### src/rtl/elliptic_curve_structs.sv
// Purpose: shared field-width, curve-parameter and arbiter-state definitions.
// Latency: n/a (types and constants only).
// Backpressure: n/a.
package elliptic_curve_structs;

    // Width of a field element; every operand and result is P_WIDTH bits.
    localparam int P_WIDTH = 8;

    typedef struct packed {
        logic [P_WIDTH-1:0] p;   // field modulus, operands are always < p
    } curve_params_t;

    localparam curve_params_t params = '{p: 8'd251};

    // Result slot of the shared add/sub arbiter.
    typedef enum logic {
        ST_IDLE = 1'b0,   // no result held
        ST_HOLD = 1'b1    // result held on resp_data, resp_valid one-hot
    } arb_state_t;

endpackage

### src/rtl/mod_addsub_arbiter_add.sv
// Purpose: combinational modular add/subtract, result in [0, p-1].
// Latency: 0 cycles (pure combinational).
// Backpressure: none; the caller registers the result.
// Ports: a, b  - operands (< p); op - 0 add, 1 subtract; res - (a op b) mod p.
module mod_addsub_arbiter_add
    import elliptic_curve_structs::*;
(
    input  logic [P_WIDTH-1:0] a,
    input  logic [P_WIDTH-1:0] b,
    input  logic               op,
    output logic [P_WIDTH-1:0] res
);

    logic [P_WIDTH:0] sum;
    logic [P_WIDTH:0] diff;

    always_comb begin
        // One extra bit so the carry of a+b and the borrow of a-b are visible.
        sum  = {1'b0, a} + {1'b0, b};
        diff = {1'b0, a} - {1'b0, b};
        res  = '0;
        if (op) begin
            // Borrow means a < b; adding p wraps back into range. The
            // correction only needs the low bits since the true result fits.
            if (diff[P_WIDTH]) begin
                res = diff[P_WIDTH-1:0] + params.p;
            end else begin
                res = diff[P_WIDTH-1:0];
            end
        end else begin
            if (sum >= {1'b0, params.p}) begin
                res = sum[P_WIDTH-1:0] - params.p;
            end else begin
                res = sum[P_WIDTH-1:0];
            end
        end
    end

endmodule

### src/rtl/mod_addsub_arbiter.sv
// Purpose: round-robin arbiter sharing one modular add/sub unit among N_REQ requesters.
// Latency: 1 cycle from request handshake to resp_valid; sustains 1 op/cycle.
// Backpressure: a held result stalls all grants until its owner asserts resp_ready.
// Ports: clk/reset (sync, active-high); req_valid/req_ready/req_a/req_b/req_op per
//        requester; resp_valid (one-hot), resp_ready per requester; shared resp_data;
//        busy while a result is held.
module mod_addsub_arbiter
    import elliptic_curve_structs::*;
#(
    parameter int N_REQ = 4
)
(
    input  logic                            clk,
    input  logic                            reset,
    input  logic [N_REQ-1:0]                req_valid,
    output logic [N_REQ-1:0]                req_ready,
    input  logic [N_REQ-1:0][P_WIDTH-1:0]   req_a,
    input  logic [N_REQ-1:0][P_WIDTH-1:0]   req_b,
    input  logic [N_REQ-1:0]                req_op,
    output logic [N_REQ-1:0]                resp_valid,
    input  logic [N_REQ-1:0]                resp_ready,
    output logic [P_WIDTH-1:0]              resp_data,
    output logic                            busy
);

    localparam int PTR_W = $clog2(N_REQ);

    arb_state_t         state_q, state_d;
    logic [PTR_W-1:0]   ptr_q, ptr_d;
    logic [N_REQ-1:0]   resp_valid_q, resp_valid_d;
    logic [P_WIDTH-1:0] resp_data_q, resp_data_d;

    logic               slot_free;
    logic               resp_hs;
    logic               grant;
    logic [PTR_W-1:0]   gnt_idx;
    logic [PTR_W:0]     cand_sum;
    logic [PTR_W-1:0]   cand;

    logic [P_WIDTH-1:0] op_a;
    logic [P_WIDTH-1:0] op_b;
    logic               op_sel;
    logic [P_WIDTH-1:0] op_res;

    mod_addsub_arbiter_add u_add (
        .a   (op_a),
        .b   (op_b),
        .op  (op_sel),
        .res (op_res)
    );

    always_comb begin
        // resp_valid_q is one-hot, so masking with it ignores resp_ready on
        // every index other than the current owner.
        resp_hs   = |(resp_valid_q & resp_ready);
        slot_free = (state_q == ST_IDLE) || resp_hs;

        // Round-robin search: walk from ptr+N_REQ-1 down to ptr so the
        // candidate closest to ptr is written last and wins.
        gnt_idx  = '0;
        cand_sum = '0;
        cand     = '0;
        for (int k = N_REQ - 1; k >= 0; k--) begin
            cand_sum = {1'b0, ptr_q} + (PTR_W+1)'(k);
            if (cand_sum >= (PTR_W+1)'(N_REQ)) begin
                cand_sum = cand_sum - (PTR_W+1)'(N_REQ);
            end
            cand = cand_sum[PTR_W-1:0];
            if (req_valid[cand]) begin
                gnt_idx = cand;
            end
        end

        grant = !reset && slot_free && (|req_valid);

        req_ready = '0;
        if (grant) begin
            req_ready[gnt_idx] = 1'b1;
        end

        op_a   = req_a[gnt_idx];
        op_b   = req_b[gnt_idx];
        op_sel = req_op[gnt_idx];

        state_d      = state_q;
        ptr_d        = ptr_q;
        resp_valid_d = resp_valid_q;
        resp_data_d  = resp_data_q;

        if (grant) begin
            // A grant always wins over a plain release, so a handshake and a
            // new grant in one cycle stay in HOLD with the fresh result.
            state_d               = ST_HOLD;
            resp_valid_d          = '0;
            resp_valid_d[gnt_idx] = 1'b1;
            resp_data_d           = op_res;
            if (int'(gnt_idx) == N_REQ - 1) begin
                ptr_d = '0;
            end else begin
                ptr_d = gnt_idx + 1'b1;
            end
        end else if ((state_q == ST_HOLD) && resp_hs) begin
            state_d      = ST_IDLE;
            resp_valid_d = '0;
        end
    end

    always_ff @(posedge clk) begin
        if (reset) begin
            state_q      <= ST_IDLE;
            ptr_q        <= '0;
            resp_valid_q <= '0;
            resp_data_q  <= '0;
        end else begin
            state_q      <= state_d;
            ptr_q        <= ptr_d;
            resp_valid_q <= resp_valid_d;
            resp_data_q  <= resp_data_d;
        end
    end

    assign resp_valid = resp_valid_q;
    assign resp_data  = resp_data_q;
    assign busy       = (state_q == ST_HOLD);

endmodule

### config.mk
export PLATFORM = sky130hd
export DESIGN_NAME = mod_addsub_arbiter
export DESIGN_NICKNAME = d
export VERILOG_FILES = /design/src/rtl/elliptic_curve_structs.sv /design/src/rtl/mod_addsub_arbiter_add.sv /design/src/rtl/mod_addsub_arbiter.sv
export SDC_FILE = /design/constraint.sdc
export NUM_CORES = 1
export LEC_CHECK = 0
export BUFFER_PORTS_ARGS = -buffer_cell sky130_fd_sc_hd__buf_2
export CAP_MARGIN = 5
export CORE_MARGIN = 3
export CORE_UTILIZATION = 40
export DETAILED_ROUTE_END_ITERATION = 12
export HOLD_SLACK_MARGIN = 0.03
export PLACE_DENSITY = 0.8
export SLEW_MARGIN = 20
export SYNTH_ARGS = -nofsm -noshare
export SYNTH_HDL_FRONTEND = slang
export SYNTH_HIERARCHICAL = 1
export SYNTH_SLANG_ARGS = --single-unit
### constraint.sdc
create_clock -name clk -period 4.14 [get_ports clk]
set_clock_uncertainty 0.05 [all_clocks]
set_input_delay 0.207 -clock clk [delete_from_list [all_inputs] [get_ports clk]]
set_output_delay 0.207 -clock clk [all_outputs]
set_load 0.02 [all_outputs]
==> results.toml <==
[floorplan]
coreArea_sq_um = 5610
dieArea_sq_um = 6880
num_rows = 27
ios = 95
die_w_um = 83.0
fp.dieH_um = 83.0
initial_utilization_pct = 42.3

[place]
gp_congestion = 0.860
io_buffer_count = 94
dp_hpwl_um = 5110

[timing]
finalSetupViolations = 0
whs_ns = 0.223
fmax_mhz = 248
tightest_slew_ns = 0.401
min_period_ns = 4.03
slew_violations = 0
period_share_pct = 97.4
relSlewSlack_pct = 73.2
final-hold-violation-count = 0

[yosys]
ys_seq_area_share_pct = 12.7
syn-mean-instance-area_sq_um = 8.20
syn-cell-area_sq_um = 2370
yosys_warnings = 6
synth_area_leaders = "mux2i_1 23%, dfxtp_1 13%, ha_1 10%"
ys_seq_elements = 15
yosysMostFrequentCell = "mux2i_1"
synth-async-reset-ratio_pct = 0
synth_nets = 388
synthTopCellsByCount = "55 x mux2i_1, 30 x nand2_1, 20 x a21oi_1, 19 x ha_1, 17 x nor2_1"
synth_edf_count = 0
synth_top_cell_area_share_pct = 23.2
yosysTopAreaCell = "mux2i_1"
synth_ff_type = "dfxtp_1"
synth.distinct_cells = 54
synthCells = 289

[finish]
nFillCells = 506
area_growth_pct = 37.3
drive_above_1_share_pct = 39.7
antennaDiodeCount = 0
fin_nets = 498

[cts]
path_clk_slew_ns = 0.06
clk-insertion-delay-late_ns = 0.24
clk_path_buf_depth = 2
cts_sinks = 15
hold_buffers = 0
root_buffer = "clkbuf_8"
numCtsBuffers = 3
cts_max_level = 1
tritoncts = "built"

[critical_path]
reg2reg_depth = 17
r2r_setup_slack_ns = 0.11
startpoint_type = "register"
arrival_ns = 4.17
crit_required_ns = 4.27
cp-end-kind = "register"
path_class = "register to register"
cp_max_fo = 6

[drt]
avgViaCountPerCell = 5.27
drc = 0
first_pass_iters = 4
drt_iter0_drc = 79
met1Wirelength_um = 2730
wire_per_inst_um = 13.6
wl_met2_um = 3280
dr_wl_met3_um = 362
ant_nets = 0
routed.top_layer = "met4"
routed_wl_um = 6400
vias = 2476

[power_and_ir_drop]
p_per_area_nw_per_um2 = 656
ir_drop_uv = 314
p_total_uw = 2130
p_leak_uw = 0.00164

[global_route]
gr-usage-all-layers_pct = 17.0
grt_pass1_wl_um = 10200
grt_overflow_total = 0
antenna_found_initial = 0
grt_pass1_vias = 2415
grt_start_max_net_pins = 25

[min_path]
min_path_cells = 2
hold_class = "input pin to register"

[job]
drv_cap = 0

[run_status]
outcome = "finished, final reports clean"
[flip-flops by register name, summed over array words and instances (netlist names)]
name / count
busy: 1
ptr_q: 2
resp_data: 8
resp_valid: 4
[layout by cell type (no fill, tap or decap), types with 9 or more instances in the layout]
| cell | Yosys | final |
|---|---|---|
| a21o_1 | 9 | 9 |
| a21oi_1 | 20 | 20 |
| buf_2 | 4 | 94 |
| buf_4 | 5 | 21 |
| dfxtp_1 | 15 | 14 |
| ha_1 | 19 | 15 |
| inv_1 | 16 | 16 |
| mux2i_1 | 55 | 50 |
| nand2_1 | 30 | 30 |
| nand3b_1 | 11 | 11 |
| nor2_1 | 17 | 17 |
[per-layer routing]
metal	track usage, %	vias to the layer above
li1	-	1249
met1	20.0	1148
met2	31.8	75
met3	2.58	4
met4	4.31	0
met5	0	-
[where the power goes]
group          switching [uW]  internal (uW)  total [uW]
registers                21.0            184         205
logic                     989            825        1810
clock network            47.2           68.0         115
[final timing paths]
kind | from | end
max | ptr_q[1] | resp_data[4]
min reg2reg | resp_data[1] | resp_data[1]
min | reset | resp_valid[3]
max reg2reg | ptr_q[1] | resp_data[4]
[worst max-delay path, cell delays in order (launching register included)]
cell and delay (ns):
dfxtp_2 0.35, nand2b_1 0.11, a21oi_1 0.11, a311oi_4 0.41
clkbuf_16 0.23, mux2i_2 0.27, mux2i_4 0.14, ha_1 0.33
nand2b_1 0.18, a2111o_1 0.42, a32oi_2 0.26, xor2_2 0.12
o41ai_2 0.28, buf_4 0.19, a21oi_1 0.08, o31ai_2 0.26
nand2_1 0.09, nand2_1 0.08
[kinds of logic after synthesis]
group,after synthesis,synth area share [%]
adder cells (fa/ha/maj),21,11.7
XOR/XNOR,19,7.97
buffers and inverters,32,6.71
flip-flops,15,12.7
AO/OA/AOI/OAI,62,19.0
multiplexers,56,23.7
AND/OR/NAND/NOR,84,18.3
[through the flow]
step	cells	util (%)	worst slack, ns	cell area, sq um	TNS (ns)
final	470	58.0	0.108	3250	0
after detailed placement	460	53.9	0.0535	3020	0
after global placement	460	53.9	0.153	3020	0
after global routing	470	58.0	-0.103	3250	-0.367
after floorplan	289	-	0.0187	2370	0
after CTS	464	54.7	0.0297	3070	0
[what timing repair did]
item | CTS | global route
gates resized for setup | 0 | 21
hold endpoints to repair | 0 | 0
endpoints found under the setup margin | 0 | 8
setup buffers | 0 | 4
[layout make-up]
class	count	area (sq um)	area share, %
Tap cell	72	90.1	2.77
Multi-Input combinational cell	242	2020	62.0
Inverter	17	63.8	1.96
Clock buffer	4	45.0	1.38
Sequential cell	15	302	9.27
Timing Repair Buffer	120	737	22.6
Note: power is estimated with default switching activity, not from simulation.
